File: config.mk
export PLATFORM = sky130hd
export DESIGN_NAME = conv_patch_feeder
export DESIGN_NICKNAME = d
export VERILOG_FILES = /design/src/rtl/conv_patch_feeder.sv
export SDC_FILE = /design/constraint.sdc
export NUM_CORES = 1
export LEC_CHECK = 0
export CORE_MARGIN = 3
export CORE_UTILIZATION = 45
export CTS_BUF_LIST = sky130_fd_sc_hd__clkbuf_4 sky130_fd_sc_hd__clkbuf_8
export CTS_CLUSTER_DIAMETER = 60
export DETAILED_ROUTE_END_ITERATION = 10
export PLACE_DENSITY = 0.76
export SLEW_MARGIN = 0
export SYNTH_ARGS = -nofsm -noshare
export SYNTH_HDL_FRONTEND = slang
export SYNTH_SLANG_ARGS = --single-unit
File: constraint.sdc
create_clock -name clk -period 26.9 [get_ports clk]
set_clock_uncertainty 0.2 [all_clocks]
set_input_delay 2.69 -clock clk [delete_from_list [all_inputs] [get_ports clk]]
set_output_delay 2.69 -clock clk [all_outputs]
set_load 0.03 [all_outputs]
File: src/rtl/conv_patch_feeder.sv
`default_nettype none
// ============================================================================
// Module  : conv_patch_feeder
// Purpose : Loads a 3x3 kernel serially, then turns a raster pixel stream into
//           sliding 3x3 windows (line-buffered) for the convolution MAC.
// Rev     : 1.0  initial release
// ============================================================================
module conv_patch_feeder #(
  parameter int IMG_W  = 8,
  parameter int IMG_H  = 8,
  parameter int DATA_W = 32
) (
  input  logic              clk,
  input  logic              reset,
  input  logic              wt_valid,
  input  logic [DATA_W-1:0] wt_data,
  output logic              wt_ready,
  output logic [DATA_W-1:0] weights_0,
  output logic [DATA_W-1:0] weights_1,
  output logic [DATA_W-1:0] weights_2,
  output logic [DATA_W-1:0] weights_3,
  output logic [DATA_W-1:0] weights_4,
  output logic [DATA_W-1:0] weights_5,
  output logic [DATA_W-1:0] weights_6,
  output logic [DATA_W-1:0] weights_7,
  output logic [DATA_W-1:0] weights_8,
  input  logic              pix_valid,
  input  logic [DATA_W-1:0] pix_data,
  output logic              pix_ready,
  output logic              out_valid,
  input  logic              out_ready,
  output logic [DATA_W-1:0] img_patch_0,
  output logic [DATA_W-1:0] img_patch_1,
  output logic [DATA_W-1:0] img_patch_2,
  output logic [DATA_W-1:0] img_patch_3,
  output logic [DATA_W-1:0] img_patch_4,
  output logic [DATA_W-1:0] img_patch_5,
  output logic [DATA_W-1:0] img_patch_6,
  output logic [DATA_W-1:0] img_patch_7,
  output logic [DATA_W-1:0] img_patch_8,
  output logic              frame_done
);

  localparam int COL_W = $clog2(IMG_W);
  localparam int ROW_W = $clog2(IMG_H);
  localparam logic [COL_W-1:0] c_COL_LAST = COL_W'(IMG_W - 1);
  localparam logic [ROW_W-1:0] c_ROW_LAST = ROW_W'(IMG_H - 1);
  localparam logic [COL_W-1:0] c_COL_TWO  = COL_W'(2);
  localparam logic [ROW_W-1:0] c_ROW_TWO  = ROW_W'(2);
  localparam logic [3:0]       c_WT_LAST  = 4'd8;

  typedef enum logic [1:0] {
    WLOAD  = 2'd0,
    STREAM = 2'd1,
    DONE   = 2'd2
  } state_t;

  state_t r_state, w_state_next;

  logic [3:0]        r_wt_cnt;
  logic [COL_W-1:0]  r_col;
  logic [ROW_W-1:0]  r_row;
  logic              r_out_valid;
  logic [DATA_W-1:0] r_weights [9];
  logic [DATA_W-1:0] r_win     [9];
  logic [DATA_W-1:0] r_patch   [9];
  logic [DATA_W-1:0] r_lb0     [IMG_W];
  logic [DATA_W-1:0] r_lb1     [IMG_W];
  logic [DATA_W-1:0] w_win_shift [9];

  logic w_pix_acc, w_last_col, w_last_pix, w_emit;

  assign w_pix_acc  = pix_valid && (r_state == STREAM) && (!r_out_valid || out_ready);
  assign w_last_col = (r_col == c_COL_LAST);
  assign w_last_pix = w_last_col && (r_row == c_ROW_LAST);
  assign w_emit     = w_pix_acc && (r_row >= c_ROW_TWO) && (r_col >= c_COL_TWO);

  // Window shifted left with the new column: two line-buffer rows above the incoming pixel.
  always_comb begin
    for (int r = 0; r < 3; r++) begin
      w_win_shift[3*r]   = r_win[3*r+1];
      w_win_shift[3*r+1] = r_win[3*r+2];
    end
    w_win_shift[2] = r_lb1[r_col];
    w_win_shift[5] = r_lb0[r_col];
    w_win_shift[8] = pix_data;
  end

  always_ff @(posedge clk) begin
    if (!reset) r_state <= WLOAD;
    else        r_state <= w_state_next;
  end

  always_comb begin
    w_state_next = r_state;
    wt_ready     = 1'b0;
    pix_ready    = 1'b0;
    frame_done   = 1'b0;
    case (r_state)
      WLOAD: begin
        wt_ready = 1'b1;
        if (wt_valid && (r_wt_cnt == c_WT_LAST)) w_state_next = STREAM;
      end
      STREAM: begin
        pix_ready = !r_out_valid || out_ready;
        if (w_pix_acc && w_last_pix) w_state_next = DONE;
      end
      DONE: begin
        frame_done   = 1'b1;
        w_state_next = STREAM;
      end
      default: w_state_next = WLOAD;
    endcase
  end

  always_ff @(posedge clk) begin
    if (!reset) begin
      r_wt_cnt    <= '0;
      r_col       <= '0;
      r_row       <= '0;
      r_out_valid <= 1'b0;
      for (int i = 0; i < 9; i++) begin
        r_weights[i] <= '0;
        r_win[i]     <= '0;
        r_patch[i]   <= '0;
      end
      for (int i = 0; i < IMG_W; i++) begin
        r_lb0[i] <= '0;
        r_lb1[i] <= '0;
      end
    end else begin
      if (r_state == WLOAD && wt_valid) begin
        r_weights[r_wt_cnt] <= wt_data;
        r_wt_cnt            <= (r_wt_cnt == c_WT_LAST) ? 4'd0 : r_wt_cnt + 4'd1;
      end
      if (w_pix_acc) begin
        for (int i = 0; i < 9; i++) r_win[i] <= w_win_shift[i];
        r_lb1[r_col] <= r_lb0[r_col];
        r_lb0[r_col] <= pix_data;
        if (w_last_col) begin
          r_col <= '0;
          r_row <= w_last_pix ? '0 : r_row + ROW_W'(1);
        end else begin
          r_col <= r_col + COL_W'(1);
        end
      end
      // A new window may replace one being transferred in the same cycle.
      if (w_emit) begin
        for (int i = 0; i < 9; i++) r_patch[i] <= w_win_shift[i];
        r_out_valid <= 1'b1;
      end else if (out_ready) begin
        r_out_valid <= 1'b0;
      end
    end
  end

  assign out_valid   = r_out_valid;
  assign weights_0   = r_weights[0];
  assign weights_1   = r_weights[1];
  assign weights_2   = r_weights[2];
  assign weights_3   = r_weights[3];
  assign weights_4   = r_weights[4];
  assign weights_5   = r_weights[5];
  assign weights_6   = r_weights[6];
  assign weights_7   = r_weights[7];
  assign weights_8   = r_weights[8];
  assign img_patch_0 = r_patch[0];
  assign img_patch_1 = r_patch[1];
  assign img_patch_2 = r_patch[2];
  assign img_patch_3 = r_patch[3];
  assign img_patch_4 = r_patch[4];
  assign img_patch_5 = r_patch[5];
  assign img_patch_6 = r_patch[6];
  assign img_patch_7 = r_patch[7];
  assign img_patch_8 = r_patch[8];

endmodule
`default_nettype wire

==> run metrics <==
areal power density over the cells 65.81 mW/mm^2; vias 30626; kind of launch point of the worst setup path input pin; worst min-delay path startpoint r_row[0]; global placement routability congestion 0.8368; crit-path most repeated cell clkdlybuf4s50_1; Async S/R FF share, synth 0%; filler instances 8972; setup violation total in the final timing report 0; kind of path behind the tightest hold check reg -> reg; delay-heaviest family, CP buffers and inverters; number of hold-slack violations in the final timing report 0; synthesis-to-finish area growth 22.67%; Crit Reg-Reg Endpoint r_patch[0][247]; post-layout total power 4.261 mW; clk sink count 1296; wire length after detailed routing 143.6 mm; ranking of synthesized cells by area edfxtp_1, mux4_2, and2_1, nor3_1, nor3_2; Worst Path Max Fanout 5; core footprint 0.1164 mm^2; GR Util All Layers 23.22%; worst slew slack as a fraction of its limit 23.34%; worst voltage drop across the vdd grid 59.35 uV; post-route non-filler standard cell count 5511; die area 0.1214 mm^2; buffers from clock root to sink, at most 3; starting density of the core 45.35%; final count of pins violating max slew 0; Hold Path Depth 2; die height 348.5 um; Post-Synthesis Cells 3172; antenna violations before repair 8; number of synthesized register bits 1296; setup repair after global routing missed its margin no; post-layout min period 7.460 ns; Lkg Pwr 22.13 nW; top cell type by total area after synthesis edfxtp_1; post-CTS setup repair buffer count 0; nature of the critical path endpoint primary output; global-route wire length before repair 208.0 mm; sequential cell area fraction in the yosys report 73.44%; # Max-Cap Violations 0; IO Port Bufs 648; r2r worst-path depth 6; Mapped Area 0.05278 mm^2; DRC violation count after routing 0; number of H-tree branching levels 4; R2R setup slack 22.39 ns; worst flop-to-flop path startpoint r_state[0]; detailed-routing iteration count for the pre-antenna-repair pass 5; Mean Syn Cell Area 16.64 um^2; largest net degree at the start of global routing 175; dpl cell area 0.06057 mm^2; Resized Gates After CTS 0; vias in the first global route 30246; worst hold-check slack 0.2763 ns; hold worst-path end r_row[0]; vias per cell 5.557; Slowest cell on crit path clkdlybuf4s50_1; Cell Rows 125; Starting DRT DRC Count 2929; transition time at the pin with the least slew margin 1.150 ns; number of synthesized flops with an enable pin 1280; critical path class in -> out; total buffers and inverters traversed by the critical path 2; share of Yosys cell area claimed by the top area cell type 72.83%; top flip-flop cell by instance count after synthesis edfxtp_1; Required @ worst endpoint 24.01 ns; arrival time at the worst endpoint 4.57 ns; average wire length per cell after detail routing 26.06 um; run status finished, final reports clean; summed negative setup slack over all endpoints 0 ns; clock tree from TritonCTS yes; stage delay of the slowest cell on the critical path 0.78 ns; post-route antenna net violation count 0; post-layout utilization of the core 55.64%; dpl ws 19.50 ns; maximum operating frequency 134.1 MHz; die width 348.5 um; DP Cell Count 5132; Syn Nets 3250; fin worst setup slack 19.44 ns; share of post-route cells with drive strength above 1 19.70%; clock transition at the registers of the reported paths 0.06 ns; number of warning messages in the yosys log 0; detailed-placement wirelength estimate 90.58 mm; clock root buffer master clkbuf_8; NumNets Final 3895; Hold-fix buffers, CTS 0; distinct cell type count of the synthesized netlist 45; worst path cell trace clkdlybuf4s50_1 -> nor2b_1 -> nor2_1 -> clkdlybuf4s50_1; number of top-level pins 649; part of the cycle the worst path needs 27.73%; GRT Residual Overflow 0; TritonCTS buffer count 207; clock insertion delay at the later pin of the skew report 0.88 ns; fin area 0.06474 mm^2
## registers in the layout, indices dropped and copies added (netlist names), named ones only
| name | cells |
|---|---|
| out_valid | 1 |
| r_col | 3 |
| r_lb0 | 256 |
| r_lb1 | 256 |
| r_patch | 288 |
| r_row | 3 |
| r_state | 2 |
| r_weights | 288 |
| r_win | 192 |
| r_wt_cnt | 4 |
## power by group
group          total [mW]  internal [mW]  switching [mW]
Sequential           2.31           2.29          0.0221
Clock                1.68          0.895           0.785
Combinational       0.272         0.0834           0.188
Total                4.26           3.26           0.996
## metal layers
layer / up-vias / share of wire (%) / GRT usage [%]
li1: 13366 / - / -
met1: 15529 / 38 / 29.15
met3: 258 / 7.7 / 5.086
met2: 1473 / 50 / 39.18
met5: - / 0 / 0
met4: 0 / 3.9 / 9.686
## worst max-delay path by stage
stage | from | to | slack [ns] | cells after the start
after floorplan | out_ready | r_patch[0][0] | 2.16 | 4
after global placement | out_ready | pix_ready | 19.46 | 4
after detailed placement | out_ready | pix_ready | 19.50 | 4
after CTS | out_ready | pix_ready | 19.48 | 4
after global routing | out_ready | pix_ready | 19.48 | 4
final | out_ready | pix_ready | 19.44 | 4
## cells by family (layout without fill, tap and decap cells)
logic type | Yosys count | after routing | share of synthesized area (%)
other | 0 | 7 | 0
multiplexers | 196 | 196 | 7.494
AO/OA/AOI/OAI | 26 | 26 | 0.2940
AND/OR/NAND/NOR | 1339 | 1339 | 15.91
adder cells (fa/ha/maj) | 9 | 9 | 0.2134
XOR/XNOR | 1 | 1 | 0.01660
buffers and inverters | 305 | 1113 | 2.632
flip-flops | 1296 | 1296 | 73.44
## synth_stat cells (7+ instances only)
cell type  count
and2_1       385
and3_1       201
buf_1          7
buf_2         33
buf_4         10
buf_6         22
clkbuf_1     195
clkinv_1      32
dfxtp_1       16
edfxtp_1    1280
ha_1           9
mux2i_1       36
mux2i_4       31
mux4_2       128
nand2_1        7
nand2b_1      11
nor2_1       102
nor3_1       408
nor3_2       200
o21ai_0       11
## layout by cell type, fill, tap and decap left out, types with 3 or more instances in the layout
master	netlist	routed
a21oi_1	5	5
or3_1	3	3
bufinv_16	0	4
nor3_2	200	200
mux2i_4	31	31
dfxtp_4	0	3
dfxtp_1	16	13
nor3_1	408	408
buf_4	10	52
nand4_1	4	4
nor2b_1	5	5
nor2_1	102	102
clkbuf_4	0	91
and2_1	385	385
nand2b_2	0	8
clkbuf_8	0	207
buf_12	0	3
inv_12	0	7
inv_1	5	5
nand2b_4	1	3
and3_1	201	201
nand2_1	7	5
clkdlybuf4s50_1	0	647
mux2i_1	36	36
ha_1	9	9
clkinv_1	32	71
o21ai_4	0	9
edfxtp_1	1280	1280
diode_2	0	7
mux4_2	128	128
clkinv_2	0	13
## tightest hold or removal path, cell delays in order (launching register included)
cell     delay, ns
dfxtp_1       0.32
nand2_1       0.05
mux2i_1       0.05
## final cells by class
type	count	area, um^2	area share (%)
inverter	38	142.6	0.2203
timing repair buffer	703	6932	10.71
sequential	1296	38770	59.88
multi-input combinational	1571	12820	19.81
clock buffer	298	3532	5.456
clock inverter	74	618.1	0.9547
tap	1524	1907	2.945
antenna	7	17.52	0.02706
(Power assumes the default switching activity.)
